[src/rtl/mag_sequencer.sv]
// mag_sequencer: streams alpha-max-plus-beta-min magnitudes of FFT bins to the line buffer.
// Optional peak tracker is built when MAG_SEQUENCER_PEAK_EN is defined.
module mag_sequencer #(
    parameter int WIDTH  = 16,
    parameter int ADDR_W = 6,
    parameter int BINS   = 32
) (
    input  logic              clk,
    input  logic              reset_n,
    input  logic              start,
    output logic              busy,
    output logic              done,
    output logic              fft_rd,
    output logic [ADDR_W-1:0] fft_addr,
    input  logic [WIDTH-1:0]  fft_r,
    input  logic [WIDTH-1:0]  fft_i,
    output logic              mag_we,
    output logic [ADDR_W-1:0] mag_addr,
    output logic [WIDTH-1:0]  mag_data,
    input  logic              out_ready,
    output logic [WIDTH-1:0]  peak_mag,
    output logic [ADDR_W-1:0] peak_bin
);
    localparam int CW = ADDR_W + 1;
    localparam logic [CW-1:0] NBINS = CW'(BINS);
    localparam logic [CW-1:0] LAST  = CW'(BINS - 1);

    typedef enum logic [1:0] {
        S_IDLE,
        S_RUN,
        S_DONE
    } state_t;

    state_t r_state;
    state_t w_state_nxt;

    logic [CW-1:0]    r_rd_cnt;
    logic [CW-1:0]    r_wr_cnt;
    logic             r_rd_d;
    logic [1:0]       r_cnt;
    logic [WIDTH-1:0] r_out;
    logic [WIDTH-1:0] r_skid;

    logic             w_start;
    logic             w_acc;
    logic             w_last_acc;
    logic             w_rd;
    logic [1:0]       w_occ;

    logic [WIDTH:0]   w_re;
    logic [WIDTH:0]   w_im;
    logic [WIDTH:0]   w_a;
    logic [WIDTH:0]   w_b;
    logic [WIDTH:0]   w_mx;
    logic [WIDTH:0]   w_mn;
    logic [WIDTH-1:0] w_mag;

    // |x| at WIDTH+1 bits keeps the most negative input exact
    assign w_re  = {fft_r[WIDTH-1], fft_r};
    assign w_im  = {fft_i[WIDTH-1], fft_i};
    assign w_a   = w_re[WIDTH] ? -w_re : w_re;
    assign w_b   = w_im[WIDTH] ? -w_im : w_im;
    assign w_mx  = (w_a > w_b) ? w_a : w_b;
    assign w_mn  = (w_a > w_b) ? w_b : w_a;
    assign w_mag = WIDTH'(w_mx + (w_mn >> 1));

    assign w_start    = (r_state == S_IDLE) && start;
    assign w_acc      = mag_we && out_ready;
    assign w_last_acc = w_acc && (r_wr_cnt == LAST);
    assign w_occ      = r_cnt + {1'b0, r_rd_d};
    assign w_rd       = (r_state == S_RUN) && (r_rd_cnt < NBINS) &&
                        ((w_occ < 2'd2) || ((w_occ == 2'd2) && w_acc));

    assign busy     = (r_state == S_RUN);
    assign done     = (r_state == S_DONE);
    assign fft_rd   = w_rd;
    assign fft_addr = r_rd_cnt[ADDR_W-1:0];
    assign mag_we   = (r_cnt != 2'd0);
    assign mag_addr = r_wr_cnt[ADDR_W-1:0];
    assign mag_data = r_out;

    always_ff @(posedge clk or negedge reset_n) begin
        if (!reset_n) begin
            r_state <= S_IDLE;
        end else begin
            r_state <= w_state_nxt;
        end
    end

    always_comb begin
        w_state_nxt = r_state;
        unique case (r_state)
            S_IDLE: if (start) w_state_nxt = S_RUN;
            S_RUN:  if (w_last_acc) w_state_nxt = S_DONE;
            S_DONE: w_state_nxt = S_IDLE;
            default: w_state_nxt = S_IDLE;
        endcase
    end

    always_ff @(posedge clk or negedge reset_n) begin
        if (!reset_n) begin
            r_rd_cnt <= '0;
            r_wr_cnt <= '0;
            r_rd_d   <= 1'b0;
        end else begin
            if (w_start || (r_state == S_DONE)) begin
                r_rd_cnt <= '0;
                r_wr_cnt <= '0;
            end else begin
                if (w_rd)  r_rd_cnt <= r_rd_cnt + 1'b1;
                if (w_acc) r_wr_cnt <= r_wr_cnt + 1'b1;
            end
            r_rd_d <= w_rd;
        end
    end

    // Output register plus one skid entry; returning data is always pushed
    always_ff @(posedge clk or negedge reset_n) begin
        if (!reset_n) begin
            r_cnt  <= 2'd0;
            r_out  <= '0;
            r_skid <= '0;
        end else begin
            unique case ({r_rd_d, w_acc})
                2'b10: begin
                    if (r_cnt == 2'd0) r_out  <= w_mag;
                    else               r_skid <= w_mag;
                    r_cnt <= r_cnt + 2'd1;
                end
                2'b01: begin
                    if (r_cnt == 2'd2) r_out <= r_skid;
                    r_cnt <= r_cnt - 2'd1;
                end
                2'b11: begin
                    if (r_cnt == 2'd1) begin
                        r_out <= w_mag;
                    end else begin
                        r_out  <= r_skid;
                        r_skid <= w_mag;
                    end
                end
                default: begin
                end
            endcase
        end
    end

`ifdef MAG_SEQUENCER_PEAK_EN
    logic [WIDTH-1:0]  r_run_mag;
    logic [ADDR_W-1:0] r_run_bin;
    logic [WIDTH-1:0]  r_peak_mag;
    logic [ADDR_W-1:0] r_peak_bin;
    logic              w_gt;

    // Strictly greater keeps the lowest bin on ties
    assign w_gt = w_acc && (mag_data > r_run_mag);

    always_ff @(posedge clk or negedge reset_n) begin
        if (!reset_n) begin
            r_run_mag  <= '0;
            r_run_bin  <= '0;
            r_peak_mag <= '0;
            r_peak_bin <= '0;
        end else begin
            if (w_start) begin
                r_run_mag <= '0;
                r_run_bin <= '0;
            end else if (w_gt) begin
                r_run_mag <= mag_data;
                r_run_bin <= mag_addr;
            end
            if (w_last_acc) begin
                r_peak_mag <= w_gt ? mag_data : r_run_mag;
                r_peak_bin <= w_gt ? mag_addr : r_run_bin;
            end
        end
    end

    assign peak_mag = r_peak_mag;
    assign peak_bin = r_peak_bin;
`else
    assign peak_mag = '0;
    assign peak_bin = '0;
`endif

endmodule

[config.mk]
export PLATFORM = sky130hd
export DESIGN_NAME = mag_sequencer
export DESIGN_NICKNAME = d
export VERILOG_FILES = /design/src/rtl/mag_sequencer.sv
export SDC_FILE = /design/constraint.sdc
export NUM_CORES = 1
export LEC_CHECK = 0
export BUFFER_PORTS_ARGS = -buffer_cell sky130_fd_sc_hd__buf_4
export CAP_MARGIN = 10
export CORE_MARGIN = 8
export CORE_UTILIZATION = 49
export DETAILED_ROUTE_END_ITERATION = 6
export GPL_TIMING_DRIVEN = 0
export PLACE_DENSITY = 0.85
export SLEW_MARGIN = 20
export SYNTH_ARGS = -nofsm -noshare
export SYNTH_HDL_FRONTEND = slang
export SYNTH_SLANG_ARGS = --single-unit
[constraint.sdc]
create_clock -name clk -period 2.7 [get_ports clk]
set_clock_uncertainty 0.2 [all_clocks]
set_input_delay 0.135 -clock clk [delete_from_list [all_inputs] [get_ports clk]]
set_output_delay 0.135 -clock clk [all_outputs]
set_load 0.03 [all_outputs]
==> impl_metrics.tcl, run 1 <==
set metrics [dict create \
    antenna_found_initial 0 \
    crit_buf_inv 4 \
    hpwl_um 9522 \
    drt_pre_antenna_iters 7 \
    total_power_mw 7.159 \
    via_per_inst 5.908 \
    fin_crit_sh_pct 203.5 \
    ios 90 \
    p_leak_nw 3.277 \
    setup_viol 32 \
    peakVddDrop_v 0.0006590 \
    dieArea_mm2 0.01298 \
    post-synth-top-area-cell "dfrtp_1" \
    yosysSeqAreaShare_pct 27.16 \
    clockBufferDepth 2 \
    final_cell_mix "buf_4, dfrtp_1, nor2_1, ha_1, xor2_1" \
    clk-insertion-delay-late_ns 0.31 \
    syn_inst 538 \
    nFillCells 570 \
    slew_violations 0 \
    p_int_mw 3.817 \
    antennaDiodeCount 0 \
    tightest_slew_ns 1.075 \
    swShare_pct 46.68 \
    min_path_type "in -> reg" \
    critical-path-max-stage-delay_ns 0.52 \
    cts_tree "done" \
    die_x_um 113.9 \
    nNetsFinal 774 \
    p_clk_share_pct 8.9 \
    synth_edf_count 0 \
    arrival_ns 5.47 \
    first_iter_violations 375 \
    cts-buffers-inserted 5 \
    grt_pass1_wl_um 22280 \
    syn_area_mm2 0.004700 \
    die_h_um 113.9 \
    p_per_area_mw_per_mm2 1050 \
    synth.top_cells.by_area "dfrtp_1, ha_1, xor2_1" \
    drc_errors 2 \
    clk_pin_slew_worst_paths_ns 0.10 \
    min_path_cells 4 \
    worst_hold_slack_ns 0.05516 \
    drt-total-wl_um 15820 \
    htreeDepth 2 \
    rows 35 \
    postSynthAreaPerCell_um2 8.735 \
    setup_slack_ns -2.794 \
    core_area_mm2 0.009284 \
    rsz0062_at_grt "yes" \
    p_sw_mw 3.341 \
    final_common_cell "buf_4" \
    seq_area_mm2 0.001276 \
    max_cap_viol_count 0 \
    relSlewSlack_pct 28.33 \
    setup.worst_path.start_class "input pin" \
    overflow 0 \
    worstReg2RegEnd "r_skid[7]" \
    crit_required_ns 2.68 \
    critPathKind "in -> reg" \
    final-hold-violation-count 0 \
    multi_input_area_mm2 0.003749 \
    pwr-share-seq_pct 20.5 \
    ys_warn_count 0 \
    r2r_cells 9 \
    synth_top_area_share_pct 27.16 \
    critical_path.slowest_cell "or4_1" \
    grt_max_degree 52 \
    crit_path_cell_trace "buf_12 -> buf_4 -> nor3_1 -> nand2_1 -> or4_1 -> o41ai_1 -> xor2_1 -> inv_1 -> ha_1 -> nand2_2 -> o21ai_1 -> a211o_1 -> o31ai_4 -> buf_4 -> mux2i_1 -> ha_1 -> or3_4 -> and2_4 -> and3_2 -> a221oi_4 -> xnor2_2 -> a22oi_1 -> o21ai_1" \
    cts_root_buf "clkbuf_8" \
    hold_end "r_wr_cnt[1]" \
    fin_crit_ns 5.494 \
    critPathCaptureType "register" \
    cts_sinks 51 \
    reg2reg_slack_ns -1.08 \
    status "finished with violations" \
    cp_max_fo 5 \
    ys.flop_type "dfrtp_1" \
    worstHoldStart "out_ready" \
    avgRoutedWirePerCell_um 19.22 \
    setup_tns_ns -77.92 \
    clock.fmax_ghz 0.1820 \
    ys_ff_latch 51 \
    yosysUniqueCellTypes 53 \
    grt_pass1_vias 4632 \
    port_buffers 67 \
    cp_top_family "compound AO/OA/AOI/OAI gates" \
    drive_gt1_share_pct 39.48 \
    vias 4862 \
    async_reset_ff_share_pct 100.0 \
    initial_core_util_pct 50.62 \
    synthToLayoutAreaGrowth_pct 45.13 \
    pwr-share-comb_pct 70.6 \
    detail-route-antenna-nets 0 \
    gp_congestion 0.8843 \
    violations "DRC, setup timing" \
    grtUsageTotal_pct 20.81 \
    r2r-start "r_cnt[1]" \
]
repair_timing:
action                     in CTS  in global routing
pin swaps                      47                 22
hold endpoints to repair       52                  0
hold buffers                    2                  0
setup endpoints to repair      32                 33
buffers inserted               41                 21
cloned                          1                  0
resized for setup              60                 46
Yosys cell counts, types with 2 or more instances:
cell type	n
nand4b_1	2
or2_2	2
a211o_1	2
mux2_2	17
or4_1	3
xor2_1	37
o21a_1	4
nor2b_1	7
and3_1	11
o21bai_1	2
xnor2_1	15
nand4_1	6
nor4b_1	2
dfrtp_1	51
nor3_1	7
and2_1	3
nor4_1	3
mux2i_1	27
a21oi_1	32
a221o_1	2
a211oi_1	2
a21boi_0	2
buf_4	34
ha_1	44
nor2_1	48
conb_1	2
a22oi_1	2
or3_1	8
nand2b_1	2
inv_1	30
o31ai_1	8
nand2_1	36
a41oi_1	2
o21ai_0	24
clkbuf_1	12
a21o_1	7
a221oi_1	11
or4_4	3
and4_1	2
buf_2	2
o41ai_1	3
nand3_1	8
area by class of cell:
type | instances | area share (%)
Buffer | 47 | 5.045
Multi-Input combinational cell | 429 | 54.96
Clock inverter | 2 | 0.8806
Sequential cell | 51 | 18.71
Clock buffer | 6 | 1.064
Timing Repair Buffer | 128 | 14.84
Inverter | 31 | 2.128
Tap cell | 129 | 2.367
kinds of logic (layout without fill, tap and decap cells):
kind of cell               after synthesis  in the layout  synth area share [%]
AOI/OAI and AO/OA                      108            108                 14.94
xor gates and xnor gates                52             52                 9.691
adders and majority gates               45             45                 12.14
buffers and inverters                   80            214                 9.158
DFF                                     51             51                 27.16
muxes                                   44             44                 9.824
other                                    2             24                0.1598
and+or+nand+nor                        156            156                 16.93
power groups by stage:
stage | Clock (mW) | Combinational [mW] | Sequential (mW)
final | 0.638 | 5.06 | 1.47
after floorplan | 0 | 2.68 | 1.61
after global placement | 0 | 3.76 | 1.42
after detailed placement | 0 | 3.90 | 1.45
after global routing | 0.670 | 5.42 | 1.50
after CTS | 0.643 | 4.40 | 1.44
metal layers:
metal	GRT usage, %	share of wire [%]	up-vias
met5	0	0	-
met4	6.389	4.5	0
met3	3.803	7.7	84
met2	37.11	51	286
met1	24.67	37	2333
li1	-	-	2159
sequential cells by signal, summed over array words and instances, names as in the netlist:
signal / count
mag_data: 16
r_cnt: 2
r_rd_cnt: 7
r_rd_d: 1
r_skid: 16
r_state: 2
r_wr_cnt: 7
metrics by stage:
| step | cells | instance area [µm²] | setup slack, ns | util (%) |
|---|---|---|---|---|
| after floorplan | 560 | 5011 | -2.343 | - |
| final | 823 | 6820 | -2.794 | 73.46 |
| after CTS | 806 | 6450 | -2.534 | 69.47 |
| after detailed placement | 756 | 5675 | -3.203 | 61.13 |
| after global routing | 823 | 6820 | -2.952 | 73.46 |
| after global placement | 756 | 5675 | -3.103 | 61.13 |
worst max-delay path by stage:
stage | cells past startpoint | slack [ns] | endpoint | start
finish | 23 | -2.79 | mag_data[10] | fft_r[0]
detailed placement | 25 | -3.20 | mag_data[9] | fft_r[0]
global placement | 25 | -3.10 | mag_data[13] | fft_r[0]
floorplan | 25 | -2.34 | r_skid[14] | fft_r[0]
CTS | 27 | -2.53 | r_skid[14] | fft_r[0]
global route | 28 | -2.95 | r_skid[14] | fft_r[0]
worst register-to-register path: cells and delay by family (launching register included):
kind	cells	cell delay [ns]
DFF	1	0.43
AOI/OAI and AO/OA	1	0.86
and+or+nand+nor	1	0.18
buffers and inverters	4	1.04
adders and majority gates	2	0.52
muxes	1	0.43
(Power assumes the default switching activity.)
==> run 2: changes to the inputs <==
==> constraint.sdc (replaced) <==
create_clock -name clk -period 2.7 [get_ports clk]
set_clock_uncertainty 0.2 [all_clocks]
set_input_delay 0.54 -clock clk [delete_from_list [all_inputs] [get_ports clk]]
set_output_delay 0.54 -clock clk [all_outputs]
set_load 0.03 [all_outputs]
==> run 2 against run 1 <==
The flow finishes with violations (setup timing). Register-to-register slack improved by 0.14 ns. Global-route usage decreased by 0.067 points. Power about the same. Design area about the same. Sequential power about the same. Critical path type unchanged.
==> impl_metrics.tcl, run 2 (synthesis results as in run 1) <==
set metrics [dict create \
    r2r_cells 9 \
    placed_cell_area_mm2 0.005675 \
    htreeDepth 2 \
    p_per_area_mw_per_mm2 1051 \
    final-hold-violation-count 0 \
    critPathCaptureType "register" \
    cts-buffers-inserted 5 \
    slew_violations 0 \
    critPathCapture "mag_data[10]" \
    gp_congestion 0.8843 \
    setup_slack_ns -3.239 \
    p_leak_nw 3.275 \
    startpoint "fft_r[0]" \
    avgRoutedWirePerCell_um 19.34 \
    fin_area_mm2 0.006814 \
    clockBufferDepth 2 \
    min_path_type "in -> async" \
    first_iter_violations 457 \
    drc_errors 0 \
    detail-route-antenna-nets 0 \
    setup_tns_ns -92.54 \
    setup.worst_path.start_class "input pin" \
    cts_sinks 51 \
    violations "setup timing" \
    reg2reg_slack_ns -0.94 \
    grtUsageTotal_pct 20.74 \
    hpwl_um 9522 \
    utilization_pct 73.40 \
    status "finished with violations" \
    clock.fmax_ghz 0.1684 \
    overflow 0 \
    max_cap_viol_count 0 \
    drt-total-wl_um 15900 \
    die_x_um 113.9 \
    nNetsFinal 773 \
    crit_required_ns 2.68 \
    core_area_mm2 0.009284 \
    relSlewSlack_pct 28.83 \
    drive_gt1_share_pct 39.83 \
    via_per_inst 5.865 \
    rows 35 \
    dieArea_mm2 0.01298 \
    cts_root_buf "clkbuf_8" \
    fin_crit_sh_pct 220.0 \
    synthToLayoutAreaGrowth_pct 44.99 \
    total_power_mw 7.159 \
    cts_tree "done" \
    die_h_um 113.9 \
    cp_max_fo 5 \
    initial_core_util_pct 50.62 \
    arrival_ns 5.92 \
    antennaDiodeCount 0 \
    grt_max_degree 52 \
    r2r-start "r_cnt[1]" \
    setup_viol 32 \
    critPathKind "in -> reg" \
    peakVddDrop_v 0.0007761 \
    port_buffers 67 \
    final_common_cell "buf_4" \
    vias 4821 \
    final_cell_mix "buf_4, dfrtp_1, nor2_1, ha_1, xor2_1" \
    grt_pass1_wl_um 22220 \
    tightest_slew_ns 1.068 \
    grt_pass1_vias 4625 \
    drt_pre_antenna_iters 6 \
    clk-insertion-delay-late_ns 0.31 \
    ios 90 \
    worstReg2RegEnd "r_skid[13]" \
    nFillCells 573 \
    antenna_found_initial 0 \
    clk_pin_slew_worst_paths_ns 0.10 \
    pre_cts_ws_ns -3.608 \
    fin_crit_ns 5.939 \
    rsz0062_at_grt "yes" \
]
run 2: cell types whose count changed in the layout (fill, tap and decap cells not counted):
cell / change
buf_6: +1
dlygate4sd3_1: -2
nand2_1: -1
nand2_2: +1
o21ai_0: -1
o21ai_1: +1
run 2: repair_timing:
action | in CTS | in global routing
gates cloned | 1 | 0
resized for setup | 60 | 49
setup endpoints to repair | 33 | 33
pin swaps | 47 | 22
hold buffers | 0 | 0
setup buffers | 42 | 21
run 2: final cells by class:
class                      instances  area (µm²)  share of cell area (%)
timing repair buffer             127        1003                   14.73
sequential                        51        1276                   18.73
clock inverter                     2       60.06                  0.8814
buffer                            47       344.1                   5.050
clock buffer                       6       72.57                   1.065
tap                              129       161.4                   2.369
inverter                          31       145.1                   2.130
multi-input combinational        429        3751                   55.05
run 2: per-layer routing:
metal	vias up	global-route usage, %	share of wire [%]
li1	2154	-	-
met1	2326	24.74	38
met2	263	36.99	50
met3	78	3.751	7.7
met4	0	6.034	4.3
met5	-	0	0
run 2: power by group:
group	internal [mW]	switching, mW	total, mW
clock network	0.371	0.269	0.640
registers	1.15	0.306	1.46
logic	2.29	2.77	5.06
run 2: worst max-delay path: stages:
cell and delay, ns:
buf_12 0.12, buf_4 0.13, nor3_1 0.17, nand2_1 0.18
or4_1 0.52, o41ai_1 0.41, xor2_1 0.25, inv_1 0.07
ha_1 0.31, nand2_2 0.15, o21ai_1 0.11, a211o_1 0.31
o31ai_4 0.37, buf_4 0.26, mux2i_1 0.24, ha_1 0.28
or3_4 0.36, and2_4 0.17, and3_2 0.25, a221oi_4 0.31
xnor2_2 0.12, a22oi_1 0.18, o21ai_1 0.09
run 2: worst min path at each step:
stage | to | startpoint | slack [ns] | cells past startpoint
final | mag_data[4] | reset_n | 0.04 | 1
after global routing | mag_data[4] | reset_n | 0.08 | 1
after global placement | r_state[0] | r_state[1] | 0.25 | 1
after CTS | mag_data[5] | reset_n | 0.07 | 1
after detailed placement | r_state[1] | r_wr_cnt[6] | 0.27 | 1
after floorplan | mag_data[0] | reset_n | 0.04 | 0
run 2: stage by stage:
stage	hold WS, ns	std cells
2_1_floorplan	0.04441	560
6_report	0.03593	822
3_3_place_gp	0.2509	756
4_1_cts	0.07437	805
5_1_grt	0.07637	822
3_5_place_dp	0.2716	756
